### src/rtl/otp_array_ctrl.sv
// OTP antifuse array controller: start/busy/done handshake, row-sequential programming with
// bounded retry, multi-row read and program-then-verify with sticky error reporting.
module otp_array_ctrl #(
  parameter int unsigned A            = 4,
  parameter int unsigned B            = 4,
  parameter int unsigned PULSE_CYCLES = 8,
  parameter int unsigned MAX_RETRY    = 3,
  parameter int unsigned READ_CYCLES  = 2,
  parameter int unsigned ADDR_WIDTH   = (B > 1) ? $clog2(B) : 1
) (
  input  logic                  clk,
  input  logic                  reset,
  input  logic [1:0]            mode,
  input  logic                  start,
  input  logic [ADDR_WIDTH-1:0] column,
  input  logic [A-1:0]          data_in,
  input  logic                  writing_successful,
  input  logic [A-1:0]          output_read_circuit,
  output logic [2*B-1:0]        PL,
  output logic [B-1:0]          BL,
  output logic [A-1:0]          WLN,
  output logic [A-1:0]          WLP,
  output logic                  PRG,
  output logic                  read_active,
  output logic [A-1:0]          data_out,
  output logic                  busy,
  output logic                  done,
  output logic                  error
);

  localparam int unsigned RowW     = (A > 1) ? $clog2(A) : 1;
  localparam int unsigned RetryW   = $clog2(MAX_RETRY + 1);
  localparam int unsigned CntMax   = (PULSE_CYCLES > READ_CYCLES) ? PULSE_CYCLES : READ_CYCLES;
  localparam int unsigned CntW     = (CntMax > 1) ? $clog2(CntMax) : 1;
  localparam logic [CntW-1:0] PulseLoad = CntW'(PULSE_CYCLES - 1);
  localparam logic [CntW-1:0] ReadLoad  = CntW'(READ_CYCLES - 1);

  localparam logic [1:0] ModeOff    = 2'b00;
  localparam logic [1:0] ModeRead   = 2'b01;
  localparam logic [1:0] ModeVerify = 2'b11;

  typedef enum logic [2:0] {
    StIdle,
    StSetup,
    StPulse,
    StCheck,
    StRead,
    StVerify,
    StDone
  } state_e;

  state_e                state_q, state_d;
  logic [1:0]            mode_q, mode_d;
  logic [ADDR_WIDTH-1:0] column_q, column_d;
  logic [A-1:0]          data_q, data_d;
  logic [RowW-1:0]       row_q, row_d;
  logic [RetryW-1:0]     retry_q, retry_d;
  logic [CntW-1:0]       cnt_q, cnt_d;
  logic [A-1:0]          data_out_q, data_out_d;
  logic                  error_q, error_d;

  logic [RowW:0]         first_hit, next_hit;

  // Lowest set row of mask at or above 'from'; MSB flags that one exists.
  function automatic logic [RowW:0] find_row(input logic [A-1:0] mask, input int from);
    logic [RowW:0] res;
    res = '0;
    for (int i = int'(A) - 1; i >= 0; i--) begin
      if (mask[i] && (i >= from)) res = {1'b1, RowW'(i)};
    end
    return res;
  endfunction

  always_comb begin
    first_hit = find_row(data_in, 0);
    next_hit  = find_row(data_q, int'(row_q) + 1);
  end

  always_comb begin
    state_d    = state_q;
    mode_d     = mode_q;
    column_d   = column_q;
    data_d     = data_q;
    row_d      = row_q;
    retry_d    = retry_q;
    cnt_d      = cnt_q;
    data_out_d = data_out_q;
    error_d    = error_q;

    unique case (state_q)
      StIdle: begin
        if (start && (mode != ModeOff)) begin
          mode_d   = mode;
          column_d = column;
          data_d   = data_in;
          error_d  = 1'b0;
          retry_d  = '0;
          if (32'(column) >= B) begin
            error_d = 1'b1;
            state_d = StDone;
          end else if (mode == ModeRead) begin
            state_d = StSetup;
          end else if (first_hit[RowW]) begin
            row_d   = first_hit[RowW-1:0];
            state_d = StSetup;
          end else if (mode == ModeVerify) begin
            cnt_d   = ReadLoad;
            state_d = StRead;
          end else begin
            state_d = StDone;
          end
        end
      end

      StSetup: begin
        if (mode_q == ModeRead) begin
          cnt_d   = ReadLoad;
          state_d = StRead;
        end else begin
          cnt_d   = PulseLoad;
          state_d = StPulse;
        end
      end

      StPulse: begin
        if (cnt_q == '0) state_d = StCheck;
        else             cnt_d   = cnt_q - 1'b1;
      end

      StCheck: begin
        if (writing_successful) begin
          retry_d = '0;
          if (next_hit[RowW]) begin
            row_d   = next_hit[RowW-1:0];
            state_d = StSetup;
          end else if (mode_q == ModeVerify) begin
            cnt_d   = ReadLoad;
            state_d = StRead;
          end else begin
            state_d = StDone;
          end
        end else if (retry_q >= RetryW'(MAX_RETRY - 1)) begin
          retry_d = RetryW'(MAX_RETRY);
          error_d = 1'b1;
          state_d = StDone;
        end else begin
          retry_d = retry_q + 1'b1;
          state_d = StSetup;
        end
      end

      StRead: begin
        if (cnt_q == '0) begin
          data_out_d = output_read_circuit;
          state_d    = (mode_q == ModeVerify) ? StVerify : StDone;
        end else begin
          cnt_d = cnt_q - 1'b1;
        end
      end

      StVerify: begin
        // Only fuses requested but found intact count; extra blown fuses are tolerated.
        error_d = |(data_q & ~data_out_q);
        state_d = StDone;
      end

      StDone:  state_d = StIdle;

      default: state_d = StIdle;
    endcase
  end

  always_ff @(posedge clk or negedge reset) begin
    if (!reset) begin
      state_q    <= StIdle;
      mode_q     <= ModeOff;
      column_q   <= '0;
      data_q     <= '0;
      row_q      <= '0;
      retry_q    <= '0;
      cnt_q      <= '0;
      data_out_q <= '0;
      error_q    <= 1'b0;
    end else begin
      state_q    <= state_d;
      mode_q     <= mode_d;
      column_q   <= column_d;
      data_q     <= data_d;
      row_q      <= row_d;
      retry_q    <= retry_d;
      cnt_q      <= cnt_d;
      data_out_q <= data_out_d;
      error_q    <= error_d;
    end
  end

  // Array drives are decoded from registered state only, so reset removes them immediately.
  logic [B-1:0] col_sel;
  logic [A-1:0] row_sel;
  logic [1:0]   pl_code;

  always_comb begin
    for (int unsigned c = 0; c < B; c++) col_sel[c] = (32'(column_q) == c);
    for (int unsigned r = 0; r < A; r++) row_sel[r] = (32'(row_q) == r);
  end

  always_comb begin
    BL          = '0;
    WLP         = '0;
    PRG         = 1'b0;
    read_active = 1'b0;
    pl_code     = 2'b00;

    unique case (state_q)
      StSetup: begin
        BL = col_sel;
        if (mode_q == ModeRead) begin
          WLP     = '1;
          pl_code = 2'b01;
        end else begin
          WLP = row_sel;
        end
      end
      StPulse: begin
        BL      = col_sel;
        WLP     = row_sel;
        PRG     = 1'b1;
        pl_code = 2'b11;
      end
      StCheck: begin
        BL      = col_sel;
        WLP     = row_sel;
        pl_code = 2'b11;
      end
      StRead: begin
        BL          = col_sel;
        WLP         = '1;
        pl_code     = 2'b01;
        read_active = 1'b1;
      end
      default: ;
    endcase

    PL = '0;
    for (int unsigned c = 0; c < B; c++) begin
      PL[2*c +: 2] = col_sel[c] ? pl_code : 2'b00;
    end
  end

  assign WLN      = ~WLP;
  assign busy     = (state_q != StIdle);
  assign done     = (state_q == StDone);
  assign data_out = data_out_q;
  assign error    = error_q;

endmodule

### config.mk
export PLATFORM = sky130hd
export DESIGN_NAME = otp_array_ctrl
export DESIGN_NICKNAME = d
export VERILOG_FILES = /design/src/rtl/otp_array_ctrl.sv
export SDC_FILE = /design/constraint.sdc
export NUM_CORES = 1
export LEC_CHECK = 0
export CAP_MARGIN = 20
export CORE_ASPECT_RATIO = 0.7
export CORE_MARGIN = 8
export CORE_UTILIZATION = 48
export CTS_CLUSTER_SIZE = 12
export DETAILED_ROUTE_END_ITERATION = 8
export PLACE_DENSITY_LB_ADDON = 0.05
export SYNTH_ARGS = -nofsm -noshare
export SYNTH_HDL_FRONTEND = slang
export SYNTH_SLANG_ARGS = --single-unit
### constraint.sdc
create_clock -name clk -period 2 [get_ports clk]
set_input_delay 0.2 -clock clk [delete_from_list [all_inputs] [get_ports clk]]
set_output_delay 0.2 -clock clk [all_outputs]
set_load 0.1 [all_outputs]
; Word-level counts from Yosys, hierarchy flattened
; Index checks and enable logic that the tools add are counted.
[totals]
register_bits = 23
inputBits = 16
elab_cells = 131
[classes]
eq_ne = 30
mux = 56
bitwise_logic = 3
addsub = 3
magnitude_cmp = 5
n_reduce_logical = 25
[ops]
columns = op, count
row1 = $mux 3, 26
row2 = $mux 2, 15
row3 = $ne 2x2->1 const B, 14
row4 = $pmux 3 s6, 1
row5 = $eq 2x2->1 const B, 6
row6 = $pmux 3 s4, 1
row7 = $pmux 4 s3, 1
row8 = $eq 3x3->1 const B, 3
row9 = $reduce_and 9->1, 1
row10 = $eq 2x1->1 const B, 4
row11 = $mux 4, 2
row12 = $not 4->4, 2
row13 = $pmux 2 s2, 2
row14 = $reduce_or 4->1, 2
row15 = $eq 3x2->1 const B, 2
row16 = $ge 1x3->1 const A, 2
row17 = $ge 2x3->1 const A, 2
row18 = $logic_not 3->1, 2
row19 = $mux 1, 6
row20 = $pmux 2 s3, 1
row21 = $reduce_and 2->1, 3
row22 = $reduce_and 6->1, 1
row23 = $reduce_bool 3->1, 2
row24 = $logic_and 1x1->1, 5
row25 = other kinds (13), 16

; Depth between registers and ports, before layout
[depth]
word_depth = 10
depth_mapped = 7
ltp_nobuf = 7

; Worst setup path after synthesis
; OpenSTA, ideal clock, no wires.
[synth_path]
path_kind = reg-to-output
from = register state_q[0]
to = output PL[0]
arrival_time_ps = 3297
stages_incl_launch_ff = 7
path_slack_ps = -1497
cell_sequence = dfrtp_1 -> buf_2 -> nor2_2 -> and2_1 -> buf_4 -> nor2_1 -> nor3_1
[synth_via]
elab_chain_cells = 4
word_cells_on_any_way = 7
[synth_rtl]
columns = element, line_no
row1 = from (decl), 52  ; state_e state_q, state_d;
row2 = from (signal assigned), 175  ; state_q <= StIdle;
row3 = from (signal assigned), 185  ; state_q <= state_d;
row4 = $eq 3x2->1, 214  ; unique case (state_q)
row5 = $reduce_or 2->1 (no source line), -
row6 = $pmux 2 s3 (*), 214
row7 = $mux 2 (*), 246  ; PL[2*c +: 2] = col_sel[c] ? pl_code : 2'b00;
row8 = to (decl), 19  ; output logic [2*B-1:0] PL,
; Every way passes the cells marked *; elsewhere a longest branch is shown, timed or not.

; Final worst setup path
[layout_path]
from = register mode_q[0]
to = output WLP[3]
[layout_via]
elab_chain_cells = 3
[layout_rtl]
columns = element, line_no
row1 = from (decl), 53  ; logic [1:0] mode_q, mode_d;
row2 = from (signal assigned), 176  ; mode_q <= ModeOff;
row3 = from (signal assigned), 186  ; mode_q <= mode_d;
row4 = $eq 2x1->1, 217  ; if (mode_q == ModeRead) begin
row5 = $mux 4, 217
row6 = $pmux 4 s3, 214
row7 = to (decl), 22  ; output logic [A-1:0] WLP,
; No other way between the ends.

==> impl_metrics.tcl <==
set metrics [dict create \
    outcome "complete, no violations" \
    syn_area_um2 1640 \
    grt_max_degree 22 \
    grt_pass1_vias 1756 \
    h-tree-depth 1 \
    grt-ovfl-total 0 \
    fin_ws_ns 0.0255 \
    numCtsBuffers 3 \
    synth_warnings 0 \
    final_cell_mix "buf_12 (24), buf_4 (22), dfrtp_1 (19)" \
    fmax_ghz 0.506 \
    synth-simple-area-share 0.275 \
    finalHoldWorstSlack_ns 0.0922 \
    hold_viol 0 \
    synthCells 205 \
    numPortBuffers 44 \
    finalSetupViolations 0 \
    grt_pass1_wl_um 9350 \
    cts.sinks 23 \
    cts-root-buf "clkbuf_8" \
    clk_pin_slew_ns 0.09 \
    synthAdderAreaFrac 0.0152 \
    crit_slowest_cell "dfrtp_1" \
    wl_per_cell_um 18.8 \
    fin_crit_ns 1.97 \
    wl_um 5760 \
    area_growth_syn_to_layout_pct 61.8 \
    synth_cell_type_count 46 \
    fin_worst_skew_ns 0.00563 \
    ys_seq_area_frac 0.350 \
    worstPathArrival_ns 1.77 \
    cts_hold_buf 0 \
    first_pass_iters 4 \
    final_common_cell "buf_12" \
    nNetsFinal 279 \
    die_area_um2 5580 \
    cp-start-kind "flip-flop" \
    synth_top_area_frac 0.350 \
    clockBufferDepth 2 \
    finalWeightedCongestion 0.997 \
    min_path_type "input port to asynchronous set/reset pin" \
    synth-async-reset-ratio 1.00 \
    synth_top_family_by_area "simple AND/OR/NAND/NOR gates" \
    worst_ep_required_time_ns 1.80 \
    rsz0062_at_grt "yes" \
    synth_ff_type "dfrtp_1" \
    viasPerCell 5.82 \
    drv_cap 0 \
    place_ws_ns -0.00678 \
    num_vias 1788 \
    antenna_found_initial 0 \
    end_kind "output port" \
    synth_largest_area_cell "dfrtp_1" \
    synth_area_leaders "dfrtp_1 (35%), mux2_1 (8.2%), nor2_1 (6.9%), nand2_1 (4.3%), a21oi_1 (4.3%)" \
    drv_slew 0 \
    core_um2 3210 \
    ys_seq_elements 23 \
    layout-drive-gt1-share 0.327 \
    cp_max_fo 4 \
    place_hpwl_um 4490 \
    die_h_um 64.9 \
    synth.mux.area_fraction 0.0823 \
    slowest_delay_ns 0.41 \
    path_buf_inv 1 \
    finalSetupTns_ns 0 \
    tightestPinTransition_ns 0.363 \
    post-route-period-util 0.987 \
    start_util 0.511 \
    crit_type "flip-flop to output port" \
    synth_edf_count 0 \
    cts_tree "done" \
    drtIter0Drc 181 \
    drc 0 \
    ant_nets 0 \
    rows 17 \
    post_synth.cell_area_avg_um2 8.01 \
    ioPinCount 45 \
    critical_path.top_delay_family "simple AND/OR/NAND/NOR gates" \
    syn_nets 223 \
    synth-xor-area-share 0.00533 \
    fp.dieW_um 85.9 \
    synth_compound_area_frac 0.215 \
    insertion_delay_ns 0.27 \
    relSlewSlack 0.754 \
    path_cells "nor3b_4 -> a21o_1 -> a32oi_1 -> nor2_1 -> or2_2 -> buf_12" \
    grt_use_total 0.208 \
    diodes 0 \
]
[routing by layer]
| metal | share of wire | vias to the layer above | GRT usage | wire length [um] |
|---|---|---|---|---|
| met3 | 0.10 | 12 | 0.0704 | 586 |
| met4 | 0.013 | 0 | 0.0348 | 76 |
| li1 | - | 829 | - | - |
| met2 | 0.48 | 105 | 0.343 | 2750 |
| met5 | 0 | - | 0 | 0 |
| met1 | 0.41 | 842 | 0.262 | 2340 |
[sequential cells by signal (all words and copies together) (netlist names)]
register  count
error         1
row_q         2
column_q      2
data_q        4
cnt_q         3
mode_q        2
state_q       3
retry_q       2
data_out      4
[timing repair]
action	CTS	global route
setup buffers	0	4
gates resized for setup	5	13
pin swaps	0	1
setup endpoints to repair	12	11
[cells in the mapped netlist (2+ instances only)]
cell type  instances
or2_1              2
a21o_1             3
ha_1               2
a31oi_1            5
nor2b_1            7
o21ai_1            5
nor2_1            30
buf_2              3
buf_4              3
nand2b_1           9
nor3_1             4
o21ai_0           13
nand3_1            2
clkbuf_1           4
nand3b_1           3
and3_1             2
a21oi_1           14
nand2_1           19
o22ai_1            5
o21a_1             2
inv_2              2
nor3b_1            2
mux2_1            12
inv_1              8
dfrtp_1           23
[stage by stage]
step                       util  instances  area [um2]
final                     0.828        307        2660
after global routing      0.828        307        2660
after CTS                 0.809        303        2600
after detailed placement  0.788        299        2530
after global placement    0.788        299        2530
after floorplan               -        205        1760
[final timing paths]
check,start,slack [ns],endpoint,cells past startpoint
worst max-delay path,mode_q[0],0.03,WLP[3],6
worst min-delay path,reset,0.09,retry_q[1],1
worst max register to register,state_q[1],0.06,row_q[1],6
worst min register to register,error,0.51,error,1
max in group asynchronous,reset,1.39,state_q[1],2
min in group clk,error,0.51,error,1
[cells by family after synthesis]
kind of cell / after synthesis
DFF: 23
adders and majority gates: 2
and+or+nand+nor: 88
AOI/OAI and AO/OA: 58
xor gates and xnor gates: 1
buffers and inverters: 21
muxes: 12
[area by class of cell]
type / count / area, um2
Fill cell: 180 / 553
Tap cell: 47 / 58.8
Sequential cell: 23 / 581
Clock buffer: 3 / 41.3
Inverter: 10 / 56.3
Timing Repair Buffer: 62 / 807
Clock inverter: 1 / 7.51
Multi-Input combinational cell: 161 / 1110
Power is left out: the tool's default activity adds up to more than one toggle a clock period on the data nets, which glitch-free logic cannot reach.
==> RTL edit, RTL diff (same settings) <==
Take the reset off `data_out_q` and load it in a clocked block of its own.
--- a/src/rtl/otp_array_ctrl.sv
+++ b/src/rtl/otp_array_ctrl.sv
@@ -180,5 +180,4 @@
       retry_q    <= '0;
       cnt_q      <= '0;
-      data_out_q <= '0;
       error_q    <= 1'b0;
     end else begin
@@ -190,7 +189,10 @@
       retry_q    <= retry_d;
       cnt_q      <= cnt_d;
-      data_out_q <= data_out_d;
       error_q    <= error_d;
     end
+  end
+
+  always_ff @(posedge clk) begin
+    data_out_q <= data_out_d;
   end
 
Formal check against the unedited RTL: differs if reset is asserted again (counterexample within 4 cycles, from zero or initial values and one cycle with reset low); with reset held inactive, the same outputs for 10 cycles.
==> RTL edit against the original RTL <==
  * Sequential cell count unchanged
  * Worst setup slack got worse by 13 ps
  * Final area increased by 4.0%
  * Area after synthesis decreased by 1.6%
  * Core utilization increased by 3.9 points
  * Count of clock-buffer cells in the layout unchanged
  * Clock skew decreased by 3.3 ps
  * Routed wire length increased by 3.2%
Power is not shown: default switching activity piles up to over one toggle a cycle in this logic, so the estimate is an artifact.
==> RTL edit: results (changes against the original RTL) <==
fin_nets: 283  # +1.4%
reg2regPathDepth: 7  # +1
syn_avg_cell_area_um2: 8.00  # -0.14%
grt_pass1_vias: 1704  # -3.0%
ys_seq_area_frac: 0.368  # +0.0181
grt_usage: 0.195  # -0.0136
synth_common_cells: "nor2_1, dfrtp_1, nand2_1"
drive_gt1_frac: 0.409  # +0.0822
synth.distinct_cells: 43  # -6.5%
dp_hpwl_um: 4330  # -3.6%
reg2reg_to: "cnt_q[1]$_DFFE_PN0P_"
path_delay_family: "buffers and inverters"
slowest_delay_ps: 510  # +100 ps
cp.arrival_ps: 1790  # +20 ps
relSlewSlack: 0.585  # -0.169
critPathMaxFanout: 8  # +4
drt_iter0_drc: 198  # +9.4%
dp_cells: 287  # -4.0%
syn_nets: 220  # -1.3%
preCtsSetupSlack_ps: -24.6  # -17.8 ps
synth-edff-count: 4  # +4
outcome: "complete, no violations"
finClkSkew_ps: 2.30  # -3.33 ps
crit_slowest_cell: "dfrtp_2"
grt_pass1_wl_um: 8850  # -5.3%
vias: 1855  # +3.7%
gp_congestion: 0.962  # -3.4%
wl_per_cell_um: 19.7  # +4.9%
[RTL edit: final cells by class]
class	count	area, µm²
clock inverters	1	5.00
flip-flops and latches	23	602
multi-input cells	156	1140
well taps	38	47.5
repair buffers	70	883
inverters	11	48.8
fillers	165	424
clock buffers	3	41.3
[RTL edit: cells by family (layout without fill, tap and decap cells)]
family / Yosys count / in the layout / share of synthesized area
flops: 23 / 23 / 0.368
simple gates: 87 / 87 / 0.275
mux: 8 / 8 / 0.0557
buf+inv: 23 / 85 / 0.0565
xor+xnor: 1 / 1 / 0.00542
compound gates: 58 / 58 / 0.224
fa+ha+maj: 2 / 2 / 0.0155
[RTL edit: through the flow]
step / util / hold slack, ps
6_report: 0.867 / 264
5_1_grt: 0.867 / 286
4_1_cts: 0.831 / 277
3_5_place_dp: 0.805 / 478
3_3_place_gp: 0.805 / 471
2_1_floorplan: - / -95.6
[RTL edit: what timing repair did]
action	in CTS	in global routing
setup endpoints to repair	12	9
resized for setup	6	15
pin swaps	1	4
buffers inserted	2	9
[RTL edit: how the worst max path moves through the flow]
stage,start,to,slack [ps]
2_1_floorplan,state_q[2]$_DFFE_PN0P_,PL[3],-300
3_3_place_gp,data_in[2],cnt_q[1]$_DFFE_PN0P_,90
3_5_place_dp,data_in[2],cnt_q[1]$_DFFE_PN0P_,-20
4_1_cts,state_q[1]$_DFFE_PN0P_,BL[0],-0.1
5_1_grt,state_q[0]$_DFFE_PN0P_,BL[1],-20
6_report,state_q[1]$_DFFE_PN0P_,BL[2],10
[RTL edit: per-layer routing]
layer	share of wire	up-vias	global-route usage
li1	-	839	-
met1	0.42	873	0.262
met2	0.49	130	0.311
met3	0.086	13	0.0403
met4	0.012	0	0.0522
met5	0	-	0
